### config.mk
export PLATFORM = sky130hd
export DESIGN_NAME = tank_round_ctrl
export DESIGN_NICKNAME = d
export VERILOG_FILES = /design/src/rtl/tank_pkg.sv /design/src/rtl/bullet_slot.sv /design/src/rtl/tank_round_ctrl.sv
export SDC_FILE = /design/constraint.sdc
export NUM_CORES = 1
export LEC_CHECK = 0
export BUFFER_PORTS_ARGS = -buffer_cell sky130_fd_sc_hd__buf_2
export CAP_MARGIN = 20
export CORE_UTILIZATION = 53
export DETAILED_ROUTE_END_ITERATION = 16
export PLACE_DENSITY = 0.83
export SLEW_MARGIN = 10
export SYNTH_ARGS = -nofsm -noshare
export SYNTH_HDL_FRONTEND = slang
export SYNTH_SLANG_ARGS = --single-unit
### constraint.sdc
create_clock -name Clk -period 2.4 [get_ports Clk]
set_input_delay 0.12 -clock Clk [delete_from_list [all_inputs] [get_ports Clk]]
set_output_delay 0.12 -clock Clk [all_outputs]
set_load 0.02 [all_outputs]
### src/rtl/tank_pkg.sv
// Shared constants and types for the tank game: directions, wall-hit code,
// sprite sizes used by the collision checker, and the round FSM encoding.
package tank_pkg;

    localparam logic [2:0] DIR_NONE  = 3'd0;
    localparam logic [2:0] DIR_UP    = 3'd1;
    localparam logic [2:0] DIR_RIGHT = 3'd2;
    localparam logic [2:0] DIR_LEFT  = 3'd3;
    localparam logic [2:0] DIR_DOWN  = 3'd4;

    localparam logic [1:0] HIT_WALL = 2'b00;

    localparam int TANK_SIZE   = 32;
    localparam int BULLET_SIZE = 4;

    typedef enum logic [1:0] {
        WAIT  = 2'd0,
        PLAY  = 2'd1,
        PAUSE = 2'd2,
        OVER  = 2'd3
    } game_state_t;

    // Score counters stick at 15 instead of wrapping.
    function automatic logic [3:0] sat_inc4(input logic [3:0] v);
        return (v == 4'hF) ? v : v + 4'd1;
    endfunction

endpackage

### src/rtl/bullet_slot.sv
// One player's single bullet: fire edge/pending, facing, launch registers,
// flight-life and cooldown counters. clear forces the slot idle.
module bullet_slot
    import tank_pkg::*;
#(
    parameter int         BULLET_LIFE  = 120,
    parameter int         COOLDOWN     = 30,
    parameter logic [2:0] RESET_FACING = DIR_RIGHT
) (
    input  logic       clk,
    input  logic       reset,
    input  logic       frame_tick,
    input  logic       fire,
    input  logic [2:0] tank_dir,
    input  logic [9:0] tank_x,
    input  logic [9:0] tank_y,
    input  logic [1:0] hit,
    input  logic       launch_en,
    input  logic       clear,
    output logic       active,
    output logic [2:0] bullet_dir,
    output logic [9:0] save_x,
    output logic [9:0] save_y,
    output logic       bullet_load
);

    localparam int LIFE_W = $clog2(BULLET_LIFE + 1);
    localparam int CD_W   = $clog2(COOLDOWN + 1);

    logic              fire_q;
    logic              pending;
    logic [2:0]        facing;
    logic [LIFE_W-1:0] life;
    logic [CD_W-1:0]   cooldown;

    logic fire_edge;
    logic launch;
    logic expire;

    assign fire_edge = fire & ~fire_q;

    // An edge arriving on the tick itself still counts for that tick.
    assign launch = frame_tick & launch_en & (pending | fire_edge) & ~active
                  & (cooldown == '0);

    assign expire = (hit == HIT_WALL) || (life == LIFE_W'(1));

    always_ff @(posedge clk) begin
        if (reset) begin
            fire_q      <= 1'b0;
            pending     <= 1'b0;
            facing      <= RESET_FACING;
            life        <= '0;
            cooldown    <= '0;
            active      <= 1'b0;
            bullet_dir  <= DIR_NONE;
            save_x      <= '0;
            save_y      <= '0;
            bullet_load <= 1'b0;
        end else begin
            fire_q      <= fire;
            bullet_load <= 1'b0;
            if (tank_dir != DIR_NONE) begin
                facing <= tank_dir;
            end

            if (clear) begin
                pending    <= 1'b0;
                life       <= '0;
                cooldown   <= '0;
                active     <= 1'b0;
                bullet_dir <= DIR_NONE;
            end else begin
                if (frame_tick) begin
                    pending <= 1'b0;
                end else if (fire_edge) begin
                    pending <= 1'b1;
                end

                // Launch requires an idle slot, so a dying bullet always beats a pending fire.
                if (frame_tick) begin
                    if (active) begin
                        if (expire) begin
                            active     <= 1'b0;
                            bullet_dir <= DIR_NONE;
                            life       <= '0;
                            cooldown   <= CD_W'(COOLDOWN);
                        end else begin
                            life <= life - LIFE_W'(1);
                        end
                    end else begin
                        if (cooldown != '0) begin
                            cooldown <= cooldown - CD_W'(1);
                        end
                        if (launch) begin
                            active      <= 1'b1;
                            bullet_dir  <= facing;
                            save_x      <= tank_x;
                            save_y      <= tank_y;
                            bullet_load <= 1'b1;
                            life        <= LIFE_W'(BULLET_LIFE);
                        end
                    end
                end
            end
        end
    end

endmodule

### src/rtl/tank_round_ctrl.sv
// Round/score controller for the two-player tank game: owns both bullet
// slots and the WAIT/PLAY/PAUSE/OVER FSM; all outputs are registered.
module tank_round_ctrl
    import tank_pkg::*;
#(
    parameter int BULLET_LIFE  = 120,
    parameter int COOLDOWN     = 30,
    parameter int PAUSE_FRAMES = 90,
    parameter int WIN_SCORE    = 5
) (
    input  logic       Clk,
    input  logic       Reset,
    input  logic       frame_tick,
    input  logic       start,
    input  logic       fire1,
    input  logic       fire2,
    input  logic [9:0] X_Tank1,
    input  logic [9:0] Y_Tank1,
    input  logic [9:0] X_Tank2,
    input  logic [9:0] Y_Tank2,
    input  logic [2:0] tank_dir1,
    input  logic [2:0] tank_dir2,
    input  logic [1:0] hit1,
    input  logic [1:0] hit2,
    input  logic       tank1_alive,
    input  logic       tank2_alive,
    output logic [2:0] bullet_dir1,
    output logic [2:0] bullet_dir2,
    output logic [9:0] saveX1,
    output logic [9:0] saveY1,
    output logic [9:0] saveX2,
    output logic [9:0] saveY2,
    output logic       bullet_load1,
    output logic       bullet_load2,
    output logic       freeze,
    output logic       respawn,
    output logic [3:0] score1,
    output logic [3:0] score2,
    output logic       game_over,
    output logic [1:0] winner,
    output logic [1:0] round_state
);

    localparam int         PAUSE_W = $clog2(PAUSE_FRAMES + 1);
    localparam logic [3:0] WIN4    = 4'(WIN_SCORE);

    game_state_t        state;
    game_state_t        state_next;
    logic               start_q;
    logic [PAUSE_W-1:0] pause_cnt;

    logic               start_edge;
    logic               new_game;
    logic               active1;
    logic               active2;
    logic               p1_scores;
    logic               p2_scores;
    logic               win_reached;
    logic               slot_clear;
    logic               launch_en;

    logic               freeze_d;
    logic               respawn_d;
    logic               game_over_d;
    logic [1:0]         winner_d;
    logic [3:0]         score1_d;
    logic [3:0]         score2_d;
    logic [PAUSE_W-1:0] pause_d;

    assign start_edge  = start & ~start_q;
    assign new_game    = ((state == WAIT) || (state == OVER)) && start_edge;
    // A tank death only counts when the opponent actually has a bullet in flight.
    assign p1_scores   = ~tank2_alive & active1;
    assign p2_scores   = ~tank1_alive & active2;
    assign win_reached = (score1 == WIN4) || (score2 == WIN4);
    assign slot_clear  = (state_next != PLAY);
    assign launch_en   = (state == PLAY);
    assign round_state = state;

    bullet_slot #(
        .BULLET_LIFE  (BULLET_LIFE),
        .COOLDOWN     (COOLDOWN),
        .RESET_FACING (DIR_RIGHT)
    ) u_slot1 (
        .clk         (Clk),
        .reset       (Reset),
        .frame_tick  (frame_tick),
        .fire        (fire1),
        .tank_dir    (tank_dir1),
        .tank_x      (X_Tank1),
        .tank_y      (Y_Tank1),
        .hit         (hit1),
        .launch_en   (launch_en),
        .clear       (slot_clear),
        .active      (active1),
        .bullet_dir  (bullet_dir1),
        .save_x      (saveX1),
        .save_y      (saveY1),
        .bullet_load (bullet_load1)
    );

    bullet_slot #(
        .BULLET_LIFE  (BULLET_LIFE),
        .COOLDOWN     (COOLDOWN),
        .RESET_FACING (DIR_LEFT)
    ) u_slot2 (
        .clk         (Clk),
        .reset       (Reset),
        .frame_tick  (frame_tick),
        .fire        (fire2),
        .tank_dir    (tank_dir2),
        .tank_x      (X_Tank2),
        .tank_y      (Y_Tank2),
        .hit         (hit2),
        .launch_en   (launch_en),
        .clear       (slot_clear),
        .active      (active2),
        .bullet_dir  (bullet_dir2),
        .save_x      (saveX2),
        .save_y      (saveY2),
        .bullet_load (bullet_load2)
    );

    always_ff @(posedge Clk) begin
        if (Reset) begin
            state     <= WAIT;
            start_q   <= 1'b0;
            pause_cnt <= '0;
            freeze    <= 1'b0;
            respawn   <= 1'b0;
            game_over <= 1'b0;
            winner    <= 2'd0;
            score1    <= 4'd0;
            score2    <= 4'd0;
        end else begin
            state     <= state_next;
            start_q   <= start;
            pause_cnt <= pause_d;
            freeze    <= freeze_d;
            respawn   <= respawn_d;
            game_over <= game_over_d;
            winner    <= winner_d;
            score1    <= score1_d;
            score2    <= score2_d;
        end
    end

    always_comb begin
        state_next = state;
        case (state)
            WAIT, OVER: begin
                if (start_edge) state_next = PLAY;
            end
            PLAY: begin
                if (frame_tick && (p1_scores || p2_scores)) state_next = PAUSE;
            end
            PAUSE: begin
                if (frame_tick && (pause_cnt <= PAUSE_W'(1))) begin
                    state_next = win_reached ? OVER : PLAY;
                end
            end
            default: state_next = WAIT;
        endcase
    end

    // Outputs are computed from the upcoming state so they land with it.
    always_comb begin
        freeze_d    = (state_next != PLAY);
        respawn_d   = (state_next == PLAY) && (state != PLAY);
        game_over_d = (state_next == OVER);
        winner_d    = winner;
        score1_d    = score1;
        score2_d    = score2;
        pause_d     = pause_cnt;

        if (new_game) begin
            score1_d = 4'd0;
            score2_d = 4'd0;
            winner_d = 2'd0;
        end

        if ((state == PLAY) && (state_next == PAUSE)) begin
            if (p1_scores && !p2_scores) score1_d = sat_inc4(score1);
            if (p2_scores && !p1_scores) score2_d = sat_inc4(score2);
            pause_d = PAUSE_W'(PAUSE_FRAMES);
        end else if ((state == PAUSE) && frame_tick && (pause_cnt != '0)) begin
            pause_d = pause_cnt - PAUSE_W'(1);
        end

        if (state_next == OVER) begin
            if (score1 == WIN4) begin
                winner_d = 2'd1;
            end else if (score2 == WIN4) begin
                winner_d = 2'd2;
            end else begin
                winner_d = 2'd0;
            end
        end
    end

endmodule
**Word-level counts from Yosys, hierarchy flattened**

Cells that the tools add are included.

- Register bits after elaboration: 107

- Bitwise operators: 23
- Equality and inequality tests: 18
- Magnitude comparators: 1
- Multiplexer cells: 43
- Add/subtract/negate cells: 7
- Reduce and logical (&&, ||, !) cells: 46

Operators by type and width:

| cell | number |
|---|---|
| 7-bit 2-to-1 mux | 8 |
| 4-bit 2-to-1 mux | 8 |
| 5-bit 2-to-1 mux | 6 |
| 7-bit by 1-bit subtractor with 7-bit output (second input constant) | 3 |
| 3-bit 2-to-1 mux | 6 |
| 2-bit 2-to-1 mux | 8 |
| 7-bit by 1-bit == test with 1-bit output (second input constant) | 2 |
| 1-bit bitwise AND | 12 |
| 3-bit AND reduction | 4 |
| 2-bit nonzero test | 6 |
| 5-bit zero test | 2 |
| 5-bit nonzero test | 2 |
| 5-bit by 1-bit subtractor with 5-bit output (second input constant) | 2 |
| 1-bit logical AND | 9 |
| 1-bit inverter | 9 |
| 4-bit by 1-bit adder with 4-bit output (second input constant) | 2 |
| 2-bit == test (second input constant) | 4 |
| 4-bit by 3-bit == test with 1-bit output (second input constant) | 2 |
| 4-bit == test (second input constant) | 2 |
| 4-bit AND reduction | 2 |
| 4-bit OR reduction | 2 |
| 7-bit by 1-bit <= comparator with 1-bit output (second input constant) | 1 |
| 7-bit nonzero test | 1 |
| 2-bit zero test | 3 |
| other kinds (13) | 32 |

**Longest topological paths before layout**

- Depth after elaboration: 9
- Depth in mapped cells: 11

**Cells and area by module**

From an unflattened synthesis, not the netlist that was laid out.

- Cells, all modules: 578
- Area, all modules: 5052.3 um^2

Modules (own cells, without submodules):

| module | seq. area each (um^2) | area an instance (um^2) | cells an instance | instances |
|---|---|---|---|---|
| bullet_slot at u_slot2 | 840.8 | 1873.0 | 227 | 1 |
| bullet_slot at u_slot1 | 840.8 | 1831.8 | 198 | 1 |
| tank_round_ctrl | 460.4 | 1347.5 | 153 | 1 |

**Least setup slack after synthesis**

Ideal clock, no wire load.

- Kind: reg2reg
- Start: register state[0] (netlist: round_state[0])
- End: register u_slot2.life[1]
- Data required time: 2.314 ns
- Stages on the path, launching flop included: 11
- Buffers on the path: 2
- Slack: 0.098 ns
- Period minus slack after synthesis: 2.302 ns
- Data arrival time: 2.216 ns
- Path through: dfxtp_1 inv_1 ha_1 inv_1 o211a_1 a32oi_1 and3_1 buf_2 buf_2 nand3_1 a211oi_1

- Cells in the longest elaborated chain, start to end: 7
- Elaborated cells on any way between the ends: 17
- Those cells by class: eq/ne: 4; mux: 4; bitwise: 4; reduce/logical: 5

Ends and longest elaborated chain:

| element | RTL line | RTL |
|---|---|---|
| start: declaration | tank_round_ctrl.sv:47 | `game_state_t state;` |
| start signal: assignment | tank_round_ctrl.sv:136 | `state <= state_next;` |
| 2-bit by 1-bit == test with 1-bit output | tank_round_ctrl.sv:77, tank_round_ctrl.sv:150 |  |
| 1-bit bitwise AND (3 in a row) | bullet_slot.sv:43 | `assign launch = frame_tick & launch_en & (pending \| fire_edge) & ~active` |
| 1-bit bitwise AND | bullet_slot.sv:44 | `& (cooldown == '0);` |
| 2-bit nonzero test (no source line) | -- |  |
| 2-bit AND reduction (no source line) | -- |  |
| end signal: assignment | bullet_slot.sv:89 | `life <= life - LIFE_W'(1);` |
| end signal: assignment | bullet_slot.sv:101 | `life <= LIFE_W'(BULLET_LIFE);` |
| end: declaration | bullet_slot.sv:33 | `logic [LIFE_W-1:0] life;` |

Several ways; a longest one is shown, not always the timed one.
A chain may end at the register's enable or synchronous reset.

**Worst setup path in the final report**

- Start: register pause_cnt[3]
- End: register u_slot1.save_x[9]

- Cells in the longest elaborated chain, start to end: 7

Ends and longest elaborated chain:

| element | RTL line | RTL |
|---|---|---|
| start: declaration | tank_round_ctrl.sv:50 | `logic [PAUSE_W-1:0] pause_cnt;` |
| start signal: assignment | tank_round_ctrl.sv:138 | `pause_cnt <= pause_d;` |
| 7-bit by 1-bit <= comparator with 1-bit output | tank_round_ctrl.sv:158 | `if (frame_tick && (pause_cnt <= PAUSE_W'(1))) begin` |
| 1-bit logical AND | tank_round_ctrl.sv:158 |  |
| 2-bit 2-to-1 mux | tank_round_ctrl.sv:158 |  |
| 2-bit case mux with 3 select lines | tank_round_ctrl.sv:150 | `case (state)` |
| 2-bit by 1-bit != test with 1-bit output | tank_round_ctrl.sv:76 | `assign slot_clear = (state_next != PLAY);` |
| 1-bit inverter (no source line) | -- |  |
| 4-bit AND reduction (no source line) | -- |  |
| end signal: assignment | bullet_slot.sv:98 | `save_x <= tank_x;` |
| end: declaration | bullet_slot.sv:22 | `output logic [9:0] save_x,` |

Every way passes these cells.

==> impl_summary.md <==
Logic synthesis
The share of the synthesized area in the top cell type is 0.452. Of the total synthesized cell area, the portion taken by full adders, half adders and majority gates is 0.0449. Of all cell types, the one taking the most synthesized area is dfxtp_1.

The fraction of the mapped netlist area in simple logic gates is 0.212. The commonest cells after synthesis are dfxtp_1, nor2_1, mux2i_1. The async set-reset flop share out of synthesis is 0. The leading cell type by number of instances after synthesis is dfxtp_1. The net count after synthesis is 605.

Yosys printed 0 warnings. The share of synthesized area occupied by flip-flops and latches is 0.452. The mapped netlist covers 0.00473 mm2. The mean post-synth cell area is 8.93 um2. Ranked by total cell area, the synthesized netlist is headed by dfxtp_1, mux2i_1, nor2_1.

The fraction of the mapped netlist area in compound gates is 0.126. The number of flops mapped to enable cells by yosys is 0. After technology mapping, the gate count stands at 530. For this run, the leading register cell type out of synthesis is dfxtp_1. The flop and latch count out of synthesis is 107. The fraction of synthesized area in multiplexers is 0.0994.

Of the total synthesized cell area, the portion taken by XOR and XNOR cells is 0.0259. By area, the combinational part of the netlist is dominated by simple AND/OR/NAND/NOR gates. Synthesis instantiated 50 different standard cells from the library.

Final layout
The filler cell count is 649. At the end of the flow, the number of nets in the layout was 773. Of the cells placed in the final design, the portion with a size suffix greater than 1 is 0.245. The synthesis-to-finish area growth is 32.3%.

The area of the multi-input gates is 0.00251 mm2. After routing the design area is 0.00627 mm2. Registers take 0.00214 mm2.

The repair_antennas step left the layout with diodes totalling 0.

Floorplan
In this run the core area contains 34 standard-cell rows. The number of placed I/O pins is 121. The die is 96.5 um tall. The initial utilization of the core area, before any placement, comes to 0.546. The die covers 0.00932 mm2. The horizontal extent of the die is 96.5 um. The region available for standard cell placement spans 0.00868 mm2.

Global routing
After global routing the overflow that remains totals 0. In the global route stage, overall resource usage came out at 0.271. The global-route wire length before repair is 19.4 mm. The via count of the first global-routing pass is 4,292. The initial antenna violation count came to 0. Entering global routing, the biggest net connects 53 pins.

Timing
The transition time at the pin with the least slew margin is 623 ps. The setup skew after layout is 12.1 ps. Across all hold checks on the routed design, the worst slack comes to 19.1 ps. Setup violations remaining at the end of the flow were counted as 0. The worst slew margin relative to its limit is 0.580. The number of hold violations in the final report is 0.

Of the available clock period, the critical path in the final layout requires 0.986. Derived from the worst setup path, the maximum achievable clock frequency is 423 MHz. The max-slew violation count is 0.

Counting I/O delays and the setup requirement, the final critical path takes 2370 ps.

Min path
The worst hold path class is input port to flop. The hold path depth is 3.

Routing
The remaining design rule violation count is 0. For this block, the initial DRC count from the detailed router was 262. The wire length reported by the detailed router is 13.1 mm.

The first-pass detailed-route iteration total is 5. In the final routed layout, each cell accounts on average for 16.3 um. The detail route stage leaves a number of antenna-violating nets equal to 0.

In the routed layout, each cell is associated on average with a via count of 5.63. The detailed-route via count is 4,555.

Clock tree
The clock-pin slew of the registers on the worst-case setup and hold paths is 100 ps. TritonCTS created 9 clock buffers. The longest clock path from root to sink contains 2 buffers. The clock tree root buffer cell is clkbuf_8. TritonCTS built the clock tree. The H-tree generated during clock tree synthesis spans 3 levels. The clock reaches the later pin of the worst-skew pair after 370 ps. Counting every sink on the clock net gives 107.

Worst setup path
The critical path is of the flop to flop type. The type of element launching the critical path is a flop. The endpoint class of the critical path is a flop.

The worst reg-to-reg path cell count is 8. The worst setup slack for register-to-register paths is 30 ps. In this run the worst path has a maximum fanout of 10. For the worst setup path, the data required time is 2650 ps.

Data arrives at the worst endpoint at 2610 ps.

Pwr
VDD sags by at most 0.351 mV. The static power due to leakage is 2.90 nW. The power per cell area is 521 mW/mm2. Summing internal, switching and leakage power gives 0.00327 W.

Placement
Routability-driven placement finished with a final weighted congestion of 0.896. Port buffering added 120 buffers. Summing all placed instances gives a cell area of 0.00553 mm2. The half-perimeter wire length after detailed placement is 8.18 mm.

Job
The total of max-cap violations is 0.

Status
The flow ran to the end, and the final reports show no timing, DRC or antenna violations.
==> layer usage <==
| metal | track usage | share of wire | up-vias | wire length, um |
|---|---|---|---|---|
| met5 | 0 | 0 | - | 0 |
| met4 | 0.116 | 0.028 | 0 | 362 |
| met3 | 0.0751 | 0.068 | 34 | 895 |
| met2 | 0.479 | 0.51 | 179 | 6690 |
| met1 | 0.304 | 0.40 | 2140 | 5200 |
| li1 | - | - | 2202 | - |
==> cell usage in the layout, fill, tap and decap left out, types with 5 or more instances in the layout <==
master         instances
o31ai_1                5
and3_1                 7
nor2b_1                7
nor4_1                 7
nand2_1               30
a22oi_1               11
xnor2_1                8
ha_1                  17
xor2_1                 6
mux2i_1               44
nand3_1               16
nor3_1                16
clkbuf_8               9
o21ai_0               20
a211o_1                5
a21oi_1               22
nor2_1                91
nand2b_1               6
dlygate4sd3_1         42
buf_2                120
buf_4                 15
dfxtp_1              105
inv_1                 20
==> worst max-delay path: stages, from the launching register on <==
cell       delay, ps
dfxtp_2          360
or4_4            540
nor4b_4          310
a32oi_1          160
buf_4            180
o2111ai_4        120
clkbuf_16        250
mux2i_1          250
nor2_1            70
==> sequential cells by signal, summed over array words and instances, names as in the netlist, 2 cells and up <==
register            count
u_slot1.save_x         10
u_slot1.save_y         10
u_slot2.save_x         10
u_slot2.save_y         10
pause_cnt               7
u_slot1.life            7
u_slot2.life            7
u_slot1.cooldown        5
u_slot2.cooldown        5
score1                  4
score2                  4
u_slot1.bullet_dir      3
u_slot1.facing          3
u_slot2.bullet_dir      3
u_slot2.facing          3
round_state             2
winner                  2
==> where the power goes <==
part / switching, W / internal [W] / total, W
Combinational: 0.000263 / 0.000211 / 0.000475
Clock: 0.000585 / 0.000369 / 0.000954
Sequential: 0.0000257 / 0.00181 / 0.00184
Total: 0.000874 / 0.00239 / 0.00327
==> final timing paths <==
path,from,to
worst max register to register,pause_cnt[3]$_SDFFE_PP0P_,u_slot1.save_x[9]$_SDFFE_PP0P_
worst min register to register,u_slot2.cooldown[0]$_SDFFE_PP0P_,u_slot2.cooldown[0]$_SDFFE_PP0P_
worst max-delay path,pause_cnt[3]$_SDFFE_PP0P_,u_slot1.save_x[9]$_SDFFE_PP0P_
worst min-delay path,Y_Tank1[1],u_slot1.save_y[1]$_SDFFE_PP0P_
==> per-stage QoR <==
| stage | util | cells | TNS [ps] | setup slack, ps |
|---|---|---|---|---|
| after floorplan | - | 530 | 0 | 98.3 |
| after global placement | 0.637 | 750 | 0 | 224 |
| after detailed placement | 0.637 | 750 | 0 | 121 |
| after CTS | 0.703 | 806 | 0 | 96.7 |
| after global routing | 0.722 | 809 | -331 | -60.2 |
| final | 0.722 | 809 | 0 | 33.7 |
==> area by class of cell <==
type                       count  area share
clock buffer                  12      0.0216
clock inverter                 2     0.00240
inverter                      20      0.0120
multi-input combinational    378       0.401
sequential                   107       0.342
tap                          108      0.0216
timing repair buffer         182       0.199
==> cell families after synthesis <==
group	after synthesis
muxes	47
buffers and inverters	45
xor gates and xnor gates	14
and+or+nand+nor	208
adders and majority gates	17
DFF	107
AOI/OAI and AO/OA	92
==> repair_timing <==
item,CTS,global route
hold buffers,42,0
gates resized for setup,0,21
endpoints found under the hold margin,42,0
setup endpoints to repair,0,46
buffers inserted,0,0
(Power assumes the default switching activity.)
